[config.mk]
export PLATFORM = sky130hd
export DESIGN_NAME = ring_bus_router
export DESIGN_NICKNAME = d
export VERILOG_FILES = /design/src/rtl/ring_bus_router.sv
export SDC_FILE = /design/constraint.sdc
export NUM_CORES = 1
export LEC_CHECK = 0
export BUFFER_PORTS_ARGS = -buffer_cell sky130_fd_sc_hd__buf_2
export CAP_MARGIN = 20
export CORE_MARGIN = 1
export CORE_UTILIZATION = 35
export DETAILED_ROUTE_END_ITERATION = 7
export SLEW_MARGIN = 5
export SYNTH_ARGS = -nofsm -noshare
export SYNTH_HDL_FRONTEND = slang
export SYNTH_SLANG_ARGS = --single-unit
[constraint.sdc]
create_clock -name clk -period 3.16 [get_ports clk]
set_input_delay 0.948 -clock clk [delete_from_list [all_inputs] [get_ports clk]]
set_output_delay 0.948 -clock clk [all_outputs]
set_load 0.02 [all_outputs]
[src/rtl/ring_bus_router.sv]
// Ring interconnect: per-node TX FIFOs feed a unidirectional slot ring, one hop per clock.

// fifo: generic show-ahead FIFO, head visible while level != 0.
// Latency: a pushed entry is at the head one cycle after the push edge.
// Backpressure: caller must not push when level == DEPTH nor pop when empty.
module fifo #(
    parameter int W     = 8,
    parameter int DEPTH = 4,
    parameter int LW    = $clog2(DEPTH) + 1
) (
    input  logic          clk,
    input  logic          rst,
    input  logic          push,
    input  logic [W-1:0]  push_dat,
    input  logic          pop,
    output logic [W-1:0]  head_dat,
    output logic [LW-1:0] level
);
    localparam int AW = $clog2(DEPTH);

    logic [W-1:0]  mem [DEPTH];
    logic [AW-1:0] wr_ptr;
    logic [AW-1:0] rd_ptr;

    always_ff @(posedge clk) begin
        if (rst) begin
            wr_ptr <= '0;
            rd_ptr <= '0;
            level  <= '0;
        end else begin
            if (push) wr_ptr <= wr_ptr + AW'(1);
            if (pop)  rd_ptr <= rd_ptr + AW'(1);
            case ({push, pop})
                2'b10:   level <= level + LW'(1);
                2'b01:   level <= level - LW'(1);
                default: level <= level;
            endcase
        end
    end

    always_ff @(posedge clk) begin
        if (push) mem[wr_ptr] <= push_dat;
    end

    assign head_dat = mem[rd_ptr];
endmodule

// ring_bus_router: N-node ring, packets delivered at dest with source ID attached.
// Latency: h+1 cycles from tx handshake to rx_valid (h = hops, self-address = full lap).
// Backpressure: tx_ready low when the node FIFO is full; rx has none; ring traffic beats injection.
module ring_bus_router #(
    parameter int N_NODES    = 5,
    parameter int DATA_W     = 8,
    parameter int ID_W       = 4,
    parameter int FIFO_DEPTH = 4
) (
    input  logic                                      clk,
    input  logic                                      rst,
    input  logic [N_NODES-1:0]                        tx_valid,
    output logic [N_NODES-1:0]                        tx_ready,
    input  logic [N_NODES*ID_W-1:0]                   tx_dest,
    input  logic [N_NODES*DATA_W-1:0]                 tx_data,
    output logic [N_NODES-1:0]                        rx_valid,
    output logic [N_NODES*ID_W-1:0]                   rx_src,
    output logic [N_NODES*DATA_W-1:0]                 rx_data,
    output logic [N_NODES-1:0]                        err_drop,
    output logic [N_NODES*($clog2(FIFO_DEPTH)+1)-1:0] fifo_level
);
    localparam int LW = $clog2(FIFO_DEPTH) + 1;
    localparam int PW = ID_W + DATA_W;
    localparam logic [ID_W:0] N_ID = (ID_W+1)'(N_NODES);

    typedef struct packed {
        logic              vld;
        logic [ID_W-1:0]   src;
        logic [ID_W-1:0]   dest;
        logic [DATA_W-1:0] dat;
    } slot_t;

    slot_t [N_NODES-1:0]         stage_q;
    slot_t [N_NODES-1:0]         stage_d;
    slot_t [N_NODES-1:0]         in_s;
    logic  [N_NODES-1:0]         deliver;
    logic  [N_NODES-1:0]         pop;
    logic  [N_NODES-1:0]         drop_d;
    logic  [N_NODES-1:0][PW-1:0] head;
    logic  [N_NODES-1:0][LW-1:0] lvl;

    assign fifo_level = lvl;

    for (genvar g = 0; g < N_NODES; g++) begin : g_node
        assign tx_ready[g] = (lvl[g] != LW'(FIFO_DEPTH)) && !rst;

        fifo #(.W(PW), .DEPTH(FIFO_DEPTH), .LW(LW)) u_tx_fifo (
            .clk      (clk),
            .rst      (rst),
            .push     (tx_valid[g] && tx_ready[g]),
            .push_dat ({tx_dest[g*ID_W +: ID_W], tx_data[g*DATA_W +: DATA_W]}),
            .pop      (pop[g]),
            .head_dat (head[g]),
            .level    (lvl[g])
        );
    end

    always_comb begin
        in_s    = '0;
        stage_d = '0;
        deliver = '0;
        pop     = '0;
        drop_d  = '0;
        for (int i = 0; i < N_NODES; i++) begin
            in_s[i]    = stage_q[(i + N_NODES - 1) % N_NODES];
            deliver[i] = in_s[i].vld && (in_s[i].dest == ID_W'(i));
            // A slot consumed by delivery is reusable for injection on the same edge.
            pop[i]     = (!in_s[i].vld || deliver[i]) && (lvl[i] != '0) && !rst;
            if (in_s[i].vld && !deliver[i]) begin
                stage_d[i] = in_s[i];
            end else if (pop[i]) begin
                if ({1'b0, head[i][PW-1 -: ID_W]} < N_ID) begin
                    stage_d[i].vld  = 1'b1;
                    stage_d[i].src  = ID_W'(i);
                    stage_d[i].dest = head[i][PW-1 -: ID_W];
                    stage_d[i].dat  = head[i][DATA_W-1:0];
                end else begin
                    drop_d[i] = 1'b1;
                end
            end
        end
    end

    always_ff @(posedge clk) begin
        if (rst) begin
            stage_q  <= '0;
            rx_valid <= '0;
            rx_src   <= '0;
            rx_data  <= '0;
            err_drop <= '0;
        end else begin
            stage_q  <= stage_d;
            rx_valid <= deliver;
            err_drop <= drop_d;
            for (int i = 0; i < N_NODES; i++) begin
                if (deliver[i]) begin
                    rx_src[i*ID_W +: ID_W]     <= in_s[i].src;
                    rx_data[i*DATA_W +: DATA_W] <= in_s[i].dat;
                end
            end
        end
    end
endmodule

## Word-level counts from Yosys, hierarchy flattened

Memory sizes are Yosys's and may differ from the RTL's. A register that Yosys moved wholly into a read port is not among the register bits.
Index checks and enable logic that the tools add are counted.

| storage, ports and cells | value |
|---|---|
| bits in registers | 190 |
| RAM bits | 240 |
| output and inout bits | 90 |
| memories | 5 |

Memory list:

| name | words | width | rd ports | clocked after memory_dff | wr ports | RTL line | source |
|---|---|---|---|---|---|---|---|
| g_node[0].u_tx_fifo.mem | 4 | 12 | 1 | 1 | 1 | 21 | `logic [W-1:0] mem [DEPTH];` |
| g_node[1].u_tx_fifo.mem | 4 | 12 | 1 | 1 | 1 | 21 |  |
| g_node[2].u_tx_fifo.mem | 4 | 12 | 1 | 1 | 1 | 21 |  |
| g_node[3].u_tx_fifo.mem | 4 | 12 | 1 | 1 | 1 | 21 |  |
| g_node[4].u_tx_fifo.mem | 4 | 12 | 1 | 1 | 1 | 21 |  |

| cells by class | value |
|---|---|
| add/sub/neg operators | 20 |
| $lt $le $gt $ge | 5 |
| eq/ne operators | 19 |
| mux-type cells | 45 |
| bitwise operators | 5 |
| reductions and logical operators | 62 |

Operators with widths:

| kind | count |
|---|---|
| $mux W17 | 15 |
| $logic_and A1 B1 Y1 | 30 |
| $pmux W3 S2 | 5 |
| $add A2 B1 Y2 const B | 10 |
| $lt A4 B3 Y1 const B | 5 |
| $mux W2 | 10 |
| $add A3 B1 Y3 const B | 5 |
| $mux W1 | 15 |
| $ne A3 B3 Y1 const B | 5 |
| $reduce_bool A3 Y1 | 5 |
| $reduce_or A3 Y1 | 5 |
| $sub A3 B1 Y3 const B | 5 |
| $logic_not A1 Y1 | 11 |
| $eq A2 B1 Y1 const B | 5 |
| $eq A2 B2 Y1 const B | 5 |
| $reduce_bool A2 Y1 | 5 |
| $eq A4 B2 Y1 const B | 2 |
| $logic_or A1 B1 Y1 | 5 |
| $not A1 Y1 | 5 |
| $eq A4 B1 Y1 const B | 1 |
| $eq A4 B3 Y1 const B | 1 |
| $logic_not A4 Y1 | 1 |

## Longest topological paths before layout

| depth | value |
|---|---|
| depth in word-level cells | 7 |
| depth in mapped cells | 10 |
| gate-level depth less buffers | 9 |

## By module

From an unflattened synthesis, not the netlist that was laid out.

| unflattened totals | value |
|---|---|
| cells, all modules | 1,075 |
| area, all modules | 16,254.3 sq um |

Modules (own cells, without submodules):

| module | times used | cells each | area an instance (sq um) | sequential area each (sq um) |
|---|---|---|---|---|
| fifo (g_node[0].u_tx_fifo ...) | 4 | 103 | 2,148.3 | 1,621.6 |
| ring_bus_router | 1 | 556 | 5,502.8 | 3,103.0 |
| fifo (g_node[4].u_tx_fifo) | 1 | 107 | 2,158.3 | 1,621.6 |

## Worst setup path after synthesis

Ideal clock, no wire load.

| timing path | value |
|---|---|
| path type | input port to flip-flop |
| from | input rst |
| to | register g_node[0].u_tx_fifo.level[2] |
| library setup time | 0.070 ns |
| data arrival time | 2.816 ns |
| path slack | 0.273 ns |
| cell stages on the path | 9 |
| cells stage by stage | buf_2 clkbuf_1 nor3_1 ha_1 inv_1 fa_1 xor2_1 or3_1 a21oi_1 |

| between the ends | value |
|---|---|
| elaborated cells on any way between the ends | 8 |

RTL lines:

| what | RTL line | source |
|---|---|---|
| start: declaration | 58 | `input logic rst,` |
| $logic_not A1 Y1 * | 115 | `pop[i] = (!in_s[i].vld \|\| deliver[i]) && (lvl[i] != '0) && !rst;` |
| $logic_and A1 B1 Y1 * | 115 |  |
| via g_node[0].u_tx_fifo.pop | 15 | `input logic pop,` |
| $eq A2 B1 Y1 / $eq A2 B2 Y1 (equally long branches) | 33 | `case ({push, pop})` |
| $pmux W3 S2 / $reduce_bool A2 Y1 (equally long branches) | n/a |  |
| end signal: assignment | 34 | `2'b10: level <= level + LW'(1);` |
| end signal: assignment | 35 | `2'b01: level <= level - LW'(1);` |
| end signal: assignment | 36 | `default: level <= level;` |
| end: declaration | 17 | `output logic [LW-1:0] level` |

The timed path passes the listed nets; every way through them passes the cells marked *.
A chain may end at the register's enable or synchronous reset.

## Worst setup path in the final report

| timing path | value |
|---|---|
| from | input rst |
| to | output tx_ready[4] |

| between the ends | value |
|---|---|
| longest elaborated chain between the ends | 2 |

RTL lines:

| what | RTL line | source |
|---|---|---|
| $logic_not A1 Y1 | 92 | `assign tx_ready[g] = (lvl[g] != LW'(FIFO_DEPTH)) && !rst;` |
| $logic_and A1 B1 Y1 | 92 |  |
| end: declaration | 60 | `output logic [N_NODES-1:0] tx_ready,` |

No other way between the ends.

==> results.rst <==
.. list-table::
   :header-rows: 1

   * - Metric
     - Value
   * - Outcome
     - complete, no violations
   * - Number of instances in the synthesized netlist
     - 1024
   * - Buffer and inverter count on the worst path
     - 3
   * - TritonCTS Sinks
     - 440
   * - Global-route wire length before repair
     - 55.1 mm
   * - TritonCTS clock tree
     - done
   * - Number of setup violations in the final report
     - 0
   * - Total CTS buffers
     - 47
   * - Die Span X
     - 216 µm
   * - Area fraction in compound gates after synthesis
     - 5.59%
   * - Worst reg-to-reg path cell count
     - 9
   * - Xor-xnor portion of the synthesized cell area
     - 1.14%
   * - Share of Yosys cell area claimed by the top area cell type
     - 44.8%
   * - Initial antenna violation count
     - 2
   * - Per-cell via count in the routed design
     - 4.76
   * - Number of global-route vias before repair
     - 8968
   * - Sequential element share of the synthesized area
     - 69.6%
   * - Maximum buffer depth of the clock tree
     - 3
   * - Cell with the most instances after synthesis
     - edfxtp_1
   * - Critical path's largest stage delay
     - 0.40 ns
   * - Final Max Slew Viols
     - 0
   * - Clock-pin slew on the worst setup and hold paths
     - 0.06 ns
   * - Top-level I/O count
     - 157
   * - Total number of vias
     - 8921
   * - Fraction of layout cells with a size suffix above 1
     - 28.7%
   * - Top cells by area, synth
     - edfxtp_1 (45%), dfxtp_1 (25%), mux4_2 (8.4%), mux2i_1 (3.9%), nor2_1 (2.7%)
   * - Minimum setup slack after placement
     - 0.150 ns
   * - Power per cell area
     - 765 nW/µm²
   * - H-tree level count
     - 2
   * - Insertion delay to the later sink of the worst-skew pair
     - 0.57 ns
   * - Cell accounting for the most synthesized area
     - edfxtp_1
   * - Ratio of final minimum period to clock period
     - 91.2%
   * - Most used cell along the critical path
     - buf_4
   * - Mux cell area share after synthesis
     - 12.3%
   * - Number of DRC violations after detailed-routing iteration 0
     - 602
   * - Post-synth cell types
     - 50
   * - Static Leakage
     - 7.55 nW
   * - Number of input and output port buffers inserted
     - 156
   * - Ant. Diodes
     - 0
   * - Count of cell instances traversed by the critical path
     - 4
   * - Shortest clock period the worst path allows after layout
     - 2.88 ns
   * - Layout area overhead
     - 19.8%
   * - Die span in y
     - 216 µm
   * - Smallest hold slack
     - 0.463 ns
   * - Hold/Removal Path Class
     - flop to flop
   * - Cell family with the largest share of critical-path delay
     - buffers and inverters
   * - Final net count
     - 1331
   * - Maximum capacitance violations
     - 0
   * - Crit path required time
     - 2.21 ns
   * - Root buffer selected by CTS
     - clkbuf_16
   * - Setup TNS
     - 0 ns
   * - Critical path launch point type
     - primary input
   * - Synth warn
     - 0
   * - Max stage delay cell, worst path
     - buf_4
   * - Pin count of the biggest net entering global routing
     - 40
   * - Data arrival time at the worst-slack endpoint
     - 1.94 ns
   * - Hold violation total from the final report
     - 0
   * - HPWL Detailed
     - 26.3 mm
   * - Relative slew margins
     - 33.4%
   * - Post-synth top flop
     - edfxtp_1
   * - Maximum fanout along the worst path
     - 33
   * - Core box area
     - 45400 µm²
   * - Wirelength, routed
     - 37.0 mm
   * - Final estimated routing congestion in global placement
     - 0.757
   * - Wirelength per Cell
     - 19.8 µm
   * - Hold Crit Depth
     - 1
   * - Count of hold-fix buffers inserted at cts
     - 0
   * - Number of register bits inferred by synthesis
     - 440
   * - Number of routed nets with antenna violations
     - 0
   * - Critical path class
     - primary input to output pin
   * - Final worst setup slack
     - 0.277 ns
   * - CP endpoint kind
     - output pin
   * - Combinational family with the most area after synthesis
     - multiplexers
   * - Cell area after synthesis
     - 16100 µm²
   * - Ordered list of cells on the worst path
     - buf_4 -> buf_4 -> a21oi_1 -> buf_2
   * - Share of flip-flops with an asynchronous set or reset
     - 0%
   * - Number of enable flip-flop cells after synthesis
     - 240
   * - Slew at the pin closest to its max-slew limit
     - 0.995 ns
   * - Total congestion overflow
     - 0
   * - Unrepaired setup endpoints after global routing
     - no
   * - Commonest cells in the synthesized netlist
     - edfxtp_1 (240), dfxtp_1 (200), nor2_1 (116)
   * - Area enclosed by the die boundary
     - 46900 µm²
   * - Simple logic cell fraction of the synthesized area
     - 6.33%
   * - First-pass DRT Iterations
     - 5
   * - Overall fraction of global-route tracks in use
     - 15.8%
   * - Post-CTS setup repair buffer count
     - 0
   * - Worst clock skew
     - 0.0186 ns
   * - Post-synthesis adder-cell area fraction
     - 2.56%
   * - Maximum resistive drop on vdd
     - 383 µV
   * - Count of standard-cell rows
     - 78
   * - Total nets after synthesis
     - 1121
   * - Number of gates resized after cts
     - 0
   * - Synth Area per Inst
     - 15.7 µm²
   * - Initial Util
     - 35.5%
   * - Setup slack of the most critical reg-to-reg path
     - 0.35 ns
   * - # DRC
     - 0
   * - Maximum clock rate
     - 347 MHz
==> state kept, by name (all words and copies together), names as in the netlist, named ones only <==
name                     cells
g_node.u_tx_fifo.mem       240
in_s                        85
rx_data                     40
rx_src                      20
g_node.u_tx_fifo.level      15
g_node.u_tx_fifo.rd_ptr     10
g_node.u_tx_fifo.wr_ptr     10
err_drop                     5
rx_valid                     5
==> worst paths after layout <==
check,from,endpoint
max,rst,tx_ready[4]
min,in_s[79],in_s[11]
max reg2reg,in_s[26],g_node[1].u_tx_fifo.level[2]
min reg2reg,in_s[79],in_s[11]
==> stage by stage <==
stage / cell area, µm² / instances / total power, mW / utilization, %
global route: 19300 / 1873 / 15.4 / 42.5
detailed placement: 17800 / 1785 / 9.68 / 39.2
global placement: 17800 / 1785 / 9.63 / 39.2
floorplan: 16100 / 1024 / 8.77 / -
finish: 19300 / 1873 / 14.8 / 42.5
CTS: 19300 / 1873 / 14.9 / 42.5
==> final cells by class <==
type	instances	area, µm²
well taps	600	751
clock inverters	21	164
fillers	4123	26100
repair buffers	206	1170
multi-input cells	492	4500
flip-flops and latches	440	11200
inverters	47	176
clock buffers	67	1310
==> per-layer routing <==
layer	share of wire, %	track usage, %	vias up	wire [µm]
li1	-	-	4219	-
met1	45	21.4	4426	16700
met2	47	25.3	216	17500
met3	5.6	3.26	56	2070
met4	2.1	4.77	4	760
met5	0.068	0	-	25
==> layout by cell type, fill, tap and decap left out, types with 6 or more instances in the layout <==
cell       instances
a21oi_1           19
or3_1              8
mux2i_1           62
ha_1              25
nor3_1             7
clkbuf_1          15
or2_2              8
buf_4             50
edfxtp_1         240
inv_1             47
a22o_2            10
xnor2_1           11
clkbuf_16         48
a32o_1             8
a22o_1            32
mux4_2            60
nor2_1           116
o21ai_0            9
xor2_1            10
buf_2            155
and3_1             7
dfxtp_1          200
a211oi_1           6
nand2_1            9
and2_1            33
==> where the power goes <==
group,switching [mW],internal [mW]
logic,1.39,1.22
clock network,2.23,3.00
registers,0.430,6.49
total,4.05,10.7
==> kinds of logic (layout without fill, tap and decap cells) <==
kind of cell,after synthesis,in the layout
XOR/XNOR,21,21
flip-flops,440,440
multiplexers,123,123
AO/OA/AOI/OAI,114,114
AND/OR/NAND/NOR,204,204
adder cells (fa/ha/maj),30,30
buffers and inverters,92,341
No activity file was read; power rests on OpenSTA's default activity.
